==> config.mk <==
export PLATFORM = sky130hd
export DESIGN_NAME = gcd_operand_packer
export DESIGN_NICKNAME = d
export VERILOG_FILES = /design/src/rtl/gcd_operand_packer.sv
export SDC_FILE = /design/constraint.sdc
export NUM_CORES = 1
export LEC_CHECK = 0
export ABC_CLOCK_PERIOD_IN_PS = 3770
export CAP_MARGIN = 10
export CORE_ASPECT_RATIO = 1.1
export CORE_MARGIN = 10
export CORE_UTILIZATION = 40
export CTS_BUF_LIST = sky130_fd_sc_hd__clkbuf_8
export DETAILED_ROUTE_END_ITERATION = 16
export PLACE_DENSITY = 0.8
export SYNTH_ARGS = -nofsm -noshare
export SYNTH_HDL_FRONTEND = slang
export SYNTH_SLANG_ARGS = --single-unit
==> constraint.sdc <==
create_clock -name clk -period 3.77 [get_ports clk]
set_input_delay 1.131 -clock clk [delete_from_list [all_inputs] [get_ports clk]]
set_output_delay 1.131 -clock clk [all_outputs]
set_load 0.005 [all_outputs]
==> src/rtl/gcd_operand_packer.sv <==
// gcd_operand_packer
//   Upstream feeder for the GCD coprocessor. Pairs consecutive words of a
//   single-lane val/rdy stream into one (A, B) operand request and presents
//   it on the coprocessor operand port. A held A word can be discarded with
//   flush, and a wrapping counter reports how many pairs have been issued.
//
//   Optional build macro: GCD_PACKER_ORDER_EN
//     When defined, the pair is stored as A = max, B = min (unsigned compare)
//     on the edge that captures B. When undefined, words are stored in
//     arrival order and no comparator is built.
//
// Ports
//   clk             in   clock, all state updates on the rising edge
//   reset           in   asynchronous, active-high reset
//   in_val          in   stream word valid
//   in_rdy          out  packer can accept a stream word
//   in_bits         in   stream word [W-1:0]; first of a pair is A, second is B
//   flush           in   discard a held A word (only acts while one A is held)
//   operands_val    out  pair valid toward the coprocessor
//   operands_rdy    in   coprocessor accepts the pair
//   operands_bits_A out  operand A [W-1:0]
//   operands_bits_B out  operand B [W-1:0]
//   pair_count      out  pairs issued since reset, wraps modulo 2^CW

module gcd_operand_packer #(
  parameter int unsigned W  = 32,
  parameter int unsigned CW = 16
) (
  input  logic          clk,
  input  logic          reset,
  input  logic          in_val,
  output logic          in_rdy,
  input  logic [W-1:0]  in_bits,
  input  logic          flush,
  output logic          operands_val,
  input  logic          operands_rdy,
  output logic [W-1:0]  operands_bits_A,
  output logic [W-1:0]  operands_bits_B,
  output logic [CW-1:0] pair_count
);

  typedef enum logic [1:0] {
    EMPTY = 2'd0,  // no word held
    HALF  = 2'd1,  // A held
    FULL  = 2'd2   // pair held and offered downstream
  } state_t;

  state_t        state;
  logic [W-1:0]  a_reg;
  logic [W-1:0]  b_reg;
  logic [CW-1:0] count_reg;

  logic          word_xfer;
  logic          pair_xfer;
  logic [W-1:0]  a_on_b;  // value A takes on the B capture edge
  logic [W-1:0]  b_on_b;  // value B takes on the B capture edge

  // In FULL the slot frees up exactly when the pair leaves, so readiness
  // follows operands_rdy combinationally; this lets the next A enter on the
  // same edge and keeps streaming bubble-free.
  assign in_rdy       = (state == FULL) ? operands_rdy : 1'b1;
  assign operands_val = (state == FULL);

  assign word_xfer = in_val & in_rdy;
  assign pair_xfer = operands_val & operands_rdy;

`ifdef GCD_PACKER_ORDER_EN
  logic swap;
  // Strict compare: equal values stay in arrival order (identical anyway).
  assign swap = in_bits > a_reg;

  always_comb begin
    a_on_b = a_reg;
    b_on_b = in_bits;
    if (swap) begin
      a_on_b = in_bits;
      b_on_b = a_reg;
    end
  end
`else
  always_comb begin
    a_on_b = a_reg;
    b_on_b = in_bits;
  end
`endif

  // NOTE: sequential state uses non-blocking assignments so every register
  // samples pre-edge values regardless of statement order.
  always_ff @(posedge clk or posedge reset) begin
    if (reset) begin
      state     <= EMPTY;
      a_reg     <= '0;
      b_reg     <= '0;
      count_reg <= '0;
    end else begin
      case (state)
        EMPTY: begin
          if (word_xfer) begin
            a_reg <= in_bits;
            state <= HALF;
          end
        end
        HALF: begin
          // flush wins: a word offered in the same cycle is accepted and dropped.
          if (flush) begin
            state <= EMPTY;
          end else if (word_xfer) begin
            a_reg <= a_on_b;
            b_reg <= b_on_b;
            state <= FULL;
          end
        end
        FULL: begin
          if (pair_xfer) begin
            count_reg <= count_reg + 1'b1;
            if (word_xfer) begin
              a_reg <= in_bits;
              state <= HALF;
            end else begin
              state <= EMPTY;
            end
          end
        end
        default: state <= EMPTY;
      endcase
    end
  end

  // Operand registers are visible only through FULL; outside it they still
  // read whatever was last captured (zero after reset).
  assign operands_bits_A = a_reg;
  assign operands_bits_B = b_reg;
  assign pair_count      = count_reg;

endmodule

# == Word level (Yosys, flattened, before mapping) ==
# Cells that the tools add are included.
# word_totals
register_bits,82
# classes
muxes,10
bitwise,3
addsub,1
n_reduce_logical,6
n_eq_ne,5
# ops
cell,n
$mux W32,2
$pmux W32 S2,1
$add A16 B1 Y16 const B,1
$mux W2,4
$pmux W2 S3,1
$reduce_and A3 Y1,2
$reduce_and A2 Y1,2
$ne A3 B3 Y1 const B,1
$and A1 B1 Y1,2
$eq A2 B1 Y1 const B,1
$eq A2 B2 Y1 const B,1
$logic_not A2 Y1,1
$mux W1,2
$ne A2 B1 Y1 const B,1
$ne A2 B2 Y1 const B,1
$reduce_bool A2 Y1,1
$not A1 Y1,1

# == Longest topological paths before layout ==
# depth
depth_word,6
ltp_mapped,5

# == Worst setup path before layout ==
# OpenSTA, ideal clock, no wires.
# synth_timing
kind,input to output
start,input port operands_rdy
end,output port in_rdy
path_buffers,0
t_arrival_ns,1.275
required_ns,2.639
cell_stages,1
path_slack_ns,1.364
cell_sequence,nand2b_1
# synth_via
elab_chain_cells,1
# synth_lines
item,line_no,text
start: declaration,36,"input logic operands_rdy,"
$mux W1,61,assign in_rdy = (state == FULL) ? operands_rdy : 1'b1;
end: declaration,32,"output logic in_rdy,"
# Every way passes these cells.

# == Worst setup path after layout ==
# Same ends and word-level chain as after synthesis.

==> flow_metrics.tcl <==
set metrics [dict create \
    outcome "finished, final reports clean" \
    setup_violating_endpoint_count_in_the_final_report 0 \
    detailroute.wirelength.met2_um 3993 \
    category_of_the_worst_setup_path_capture_point "output pin" \
    cts_root_buffer "clkbuf_8" \
    worstPathCellList "clkdlybuf4s50_1 -> nand2b_1 -> clkdlybuf4s50_1" \
    detailed_place_hpwl_um 5897 \
    power.combinational.fraction_pct 31.1 \
    finalHoldViolCount 0 \
    unrepaired_setup_endpoints_after_global_routing "no" \
    cts.hold.buffers_added 0 \
    max_cap_violations 0 \
    number_of_global_route_vias_before_repair 2283 \
    vias_per_cell 4.764 \
    synth.yosys.seq_area_share_pct 63.47 \
    layout.cells.most_common "clkdlybuf4s50_1" \
    multi_input_comb_area_um2 1112 \
    most-common-layout-cells "118 x clkdlybuf4s50_1, 82 x dfrtp_1, 63 x mux2_2, 12 x xnor2_1, 9 x clkbuf_8" \
    grt_pass1_wl_um 12350 \
    timing.critical_path.fanout_max 5 \
    synth.cell_area_um2 3233 \
    gp_congestion 0.7186 \
    core_area_um2 7913 \
    required_ns 2.64 \
    worstSkewPairLatency_ns 0.35 \
    synth.avg_cell_area_um2 15.69 \
    critical_path.most_common_cell "clkdlybuf4s50_1" \
    pin_count 119 \
    avgRoutedWirePerCell_um 17.40 \
    clock.fmax_mhz 289.2 \
    static-leakage-power_nw 2.027 \
    clock_tree_from_tritoncts "done" \
    grt_max_degree 43 \
    drt_first_iter_violations 32 \
    fin_worst_hold_slack_ns 0.4707 \
    yosysWarnings 0 \
    num_vias 2115 \
    area_added_between_synthesis_and_finish_pct 46.28 \
    globalRouteTotalUtil_pct 12.80 \
    power.total_mw 2.642 \
    port-buffer-count 118 \
    critical_path.startpoint_type "input pin" \
    die_h_um 114.3 \
    cellInternalPower_mw 1.971 \
    critical_path_buf_inv_count 2 \
    synth.area.top_cells "dfrtp_1 63%, mux2_2 22%, xnor2_1 3.3%, nand4_4 1.3%, nand3_1 1.2%" \
    drt_wl_total_um 7725 \
    p_switching_uw 671.4 \
    filler_cell_count 648 \
    floorplan.rows 34 \
    cts_buffers 9 \
    final-seq-area_um2 2052 \
    ys_types 26 \
    ys_seq_elements 82 \
    drtAntennaViolNets 0 \
    layout.nets 369 \
    overflow 0 \
    timing.final.crit_period_ns 3.458 \
    cpPeakStageDelay_ns 0.55 \
    clk_sink_count 82 \
    cts_setup_buffers 0 \
    drive_gt1_share_pct 26.49 \
    vdd_drop_max_uv 327.0 \
    drtPass1Iterations 2 \
    wl_met1_um 2918 \
    timing.setup.critical_path_class "input pin to output pin" \
    power_per_cell_area_nw_per_um2 558.6 \
    cts.reportedPaths.clkPinSlew_ns 0.08 \
    synthDominantCellAreaShare_pct 63.47 \
    drt_drc_violations_left 0 \
    sequentialPowerShare_pct 46.1 \
    grt_antenna_before_repair 0 \
    met3WireLength_um 703 \
    floorplan.die_area_um2 12080 \
    clkPwrFrac_pct 22.9 \
    crit_path_top_delay_cell "clkdlybuf4s50_1" \
    switching_share_pct 25.41 \
    starting_utilization_of_the_core_area_pct 40.86 \
    transition_time_at_the_pin_with_the_least_slew_margin_ns 0.7110 \
    die_width_um 105.7 \
    final-max-slew-violation-count 0 \
    cts_max_level 3 \
    insertedDiodeCount 0 \
    fin_worst_skew_ns 0.007830 \
    min_period_over_period_pct 91.72 \
    cts_resized 0 \
    ctsLongestPathBuffers 2 \
    synth_cells 206 \
    mappedNetlistNets 244 \
    maxUsedRoutingLayer "met4" \
    worst_path_dominant_cell_family "buffers and inverters" \
    timing.critical_path.arrival_ns 2.33 \
    fin_setup_tns_ns 0 \
    slew_headroom_pct 52.55 \
    synthDominantAreaCellType "dfrtp_1" \
    hold_path_class "flop to flop" \
]
## flip-flops by register name, indices dropped and copies added, names as in the netlist
name and cells:
operands_bits_A 32, operands_bits_B 32, pair_count 16, state 2
## Yosys cell counts
master and count:
xnor2_2 1, nor2b_1 1, nand3b_2 1, nand2_1 6, mux2_2 63, nor3_4 1, nor2_1 3, buf_4 1
nand3_1 8, xor2_1 2, ha_1 1, inv_1 2, and4_1 1, o21ai_0 1, mux2_1 2, nand4_2 1
buf_6 3, and3_1 2, and4b_1 1, nand2b_1 3, dfrtp_1 82, nand4_4 2, and2_1 1, nor3_1 1
xnor2_1 12, buf_2 4
## routing by layer
metal	track usage, %	vias up
li1	-	967
met2	21.82	63
met3	6.194	12
met5	0	-
met4	5.149	0
met1	13.27	1073
## power by group through the flow
stage | combinational [mW] | clock (mW) | sequential (mW)
after CTS | 0.844 | 0.625 | 1.22
after global placement | 0.828 | 0 | 1.22
after global routing | 0.885 | 0.659 | 1.25
final | 0.821 | 0.604 | 1.22
after floorplan | 0.253 | 0 | 1.24
after detailed placement | 0.840 | 0 | 1.24
## final cells by class
type                    instances  share of cell area, %
inverters                       2                 0.1852
flip-flops and latches         82                  43.39
well taps                     108                  2.857
clock buffers                   9                  2.619
repair buffers                122                  26.14
clock inverters                 7                  1.296
multi-input cells             114                  23.52
## logic make-up after synthesis
kind of cell | count (synthesis) | synth area share, %
buf+inv | 10 | 2.129
xor+xnor | 15 | 4.296
fa+ha+maj | 1 | 0.3869
compound gates | 1 | 0.1547
mux | 65 | 22.64
simple gates | 32 | 6.927
flops | 82 | 63.47
## worst paths after layout
path / from / end / slack, ns / cells past startpoint
max in group asynchronous: reset / operands_bits_B[8] / 1.91 / 3
setup / recovery: operands_rdy / in_rdy / 0.31 / 3
min in group asynchronous: reset / operands_bits_A[10] / 1.20 / 2
setup reg to reg: state[0] / operands_bits_A[21] / 2.10 / 3
hold reg to reg: pair_count[15] / pair_count[15] / 0.47 / 1
hold / removal: pair_count[15] / pair_count[15] / 0.47 / 1
## stage by stage
| step | cells | instance area [µm²] | worst slack, ns | utilization, % |
|---|---|---|---|---|
| after floorplan | 206 | 3233 | 0.5306 | - |
| after global placement | 428 | 4544 | 0.3291 | 57.43 |
| after detailed placement | 428 | 4544 | 0.3239 | 57.43 |
| after CTS | 444 | 4730 | 0.3169 | 59.77 |
| after global routing | 444 | 4730 | 0.2621 | 59.77 |
| final | 444 | 4730 | 0.3123 | 59.77 |
Note: power is estimated with default switching activity, not from simulation.
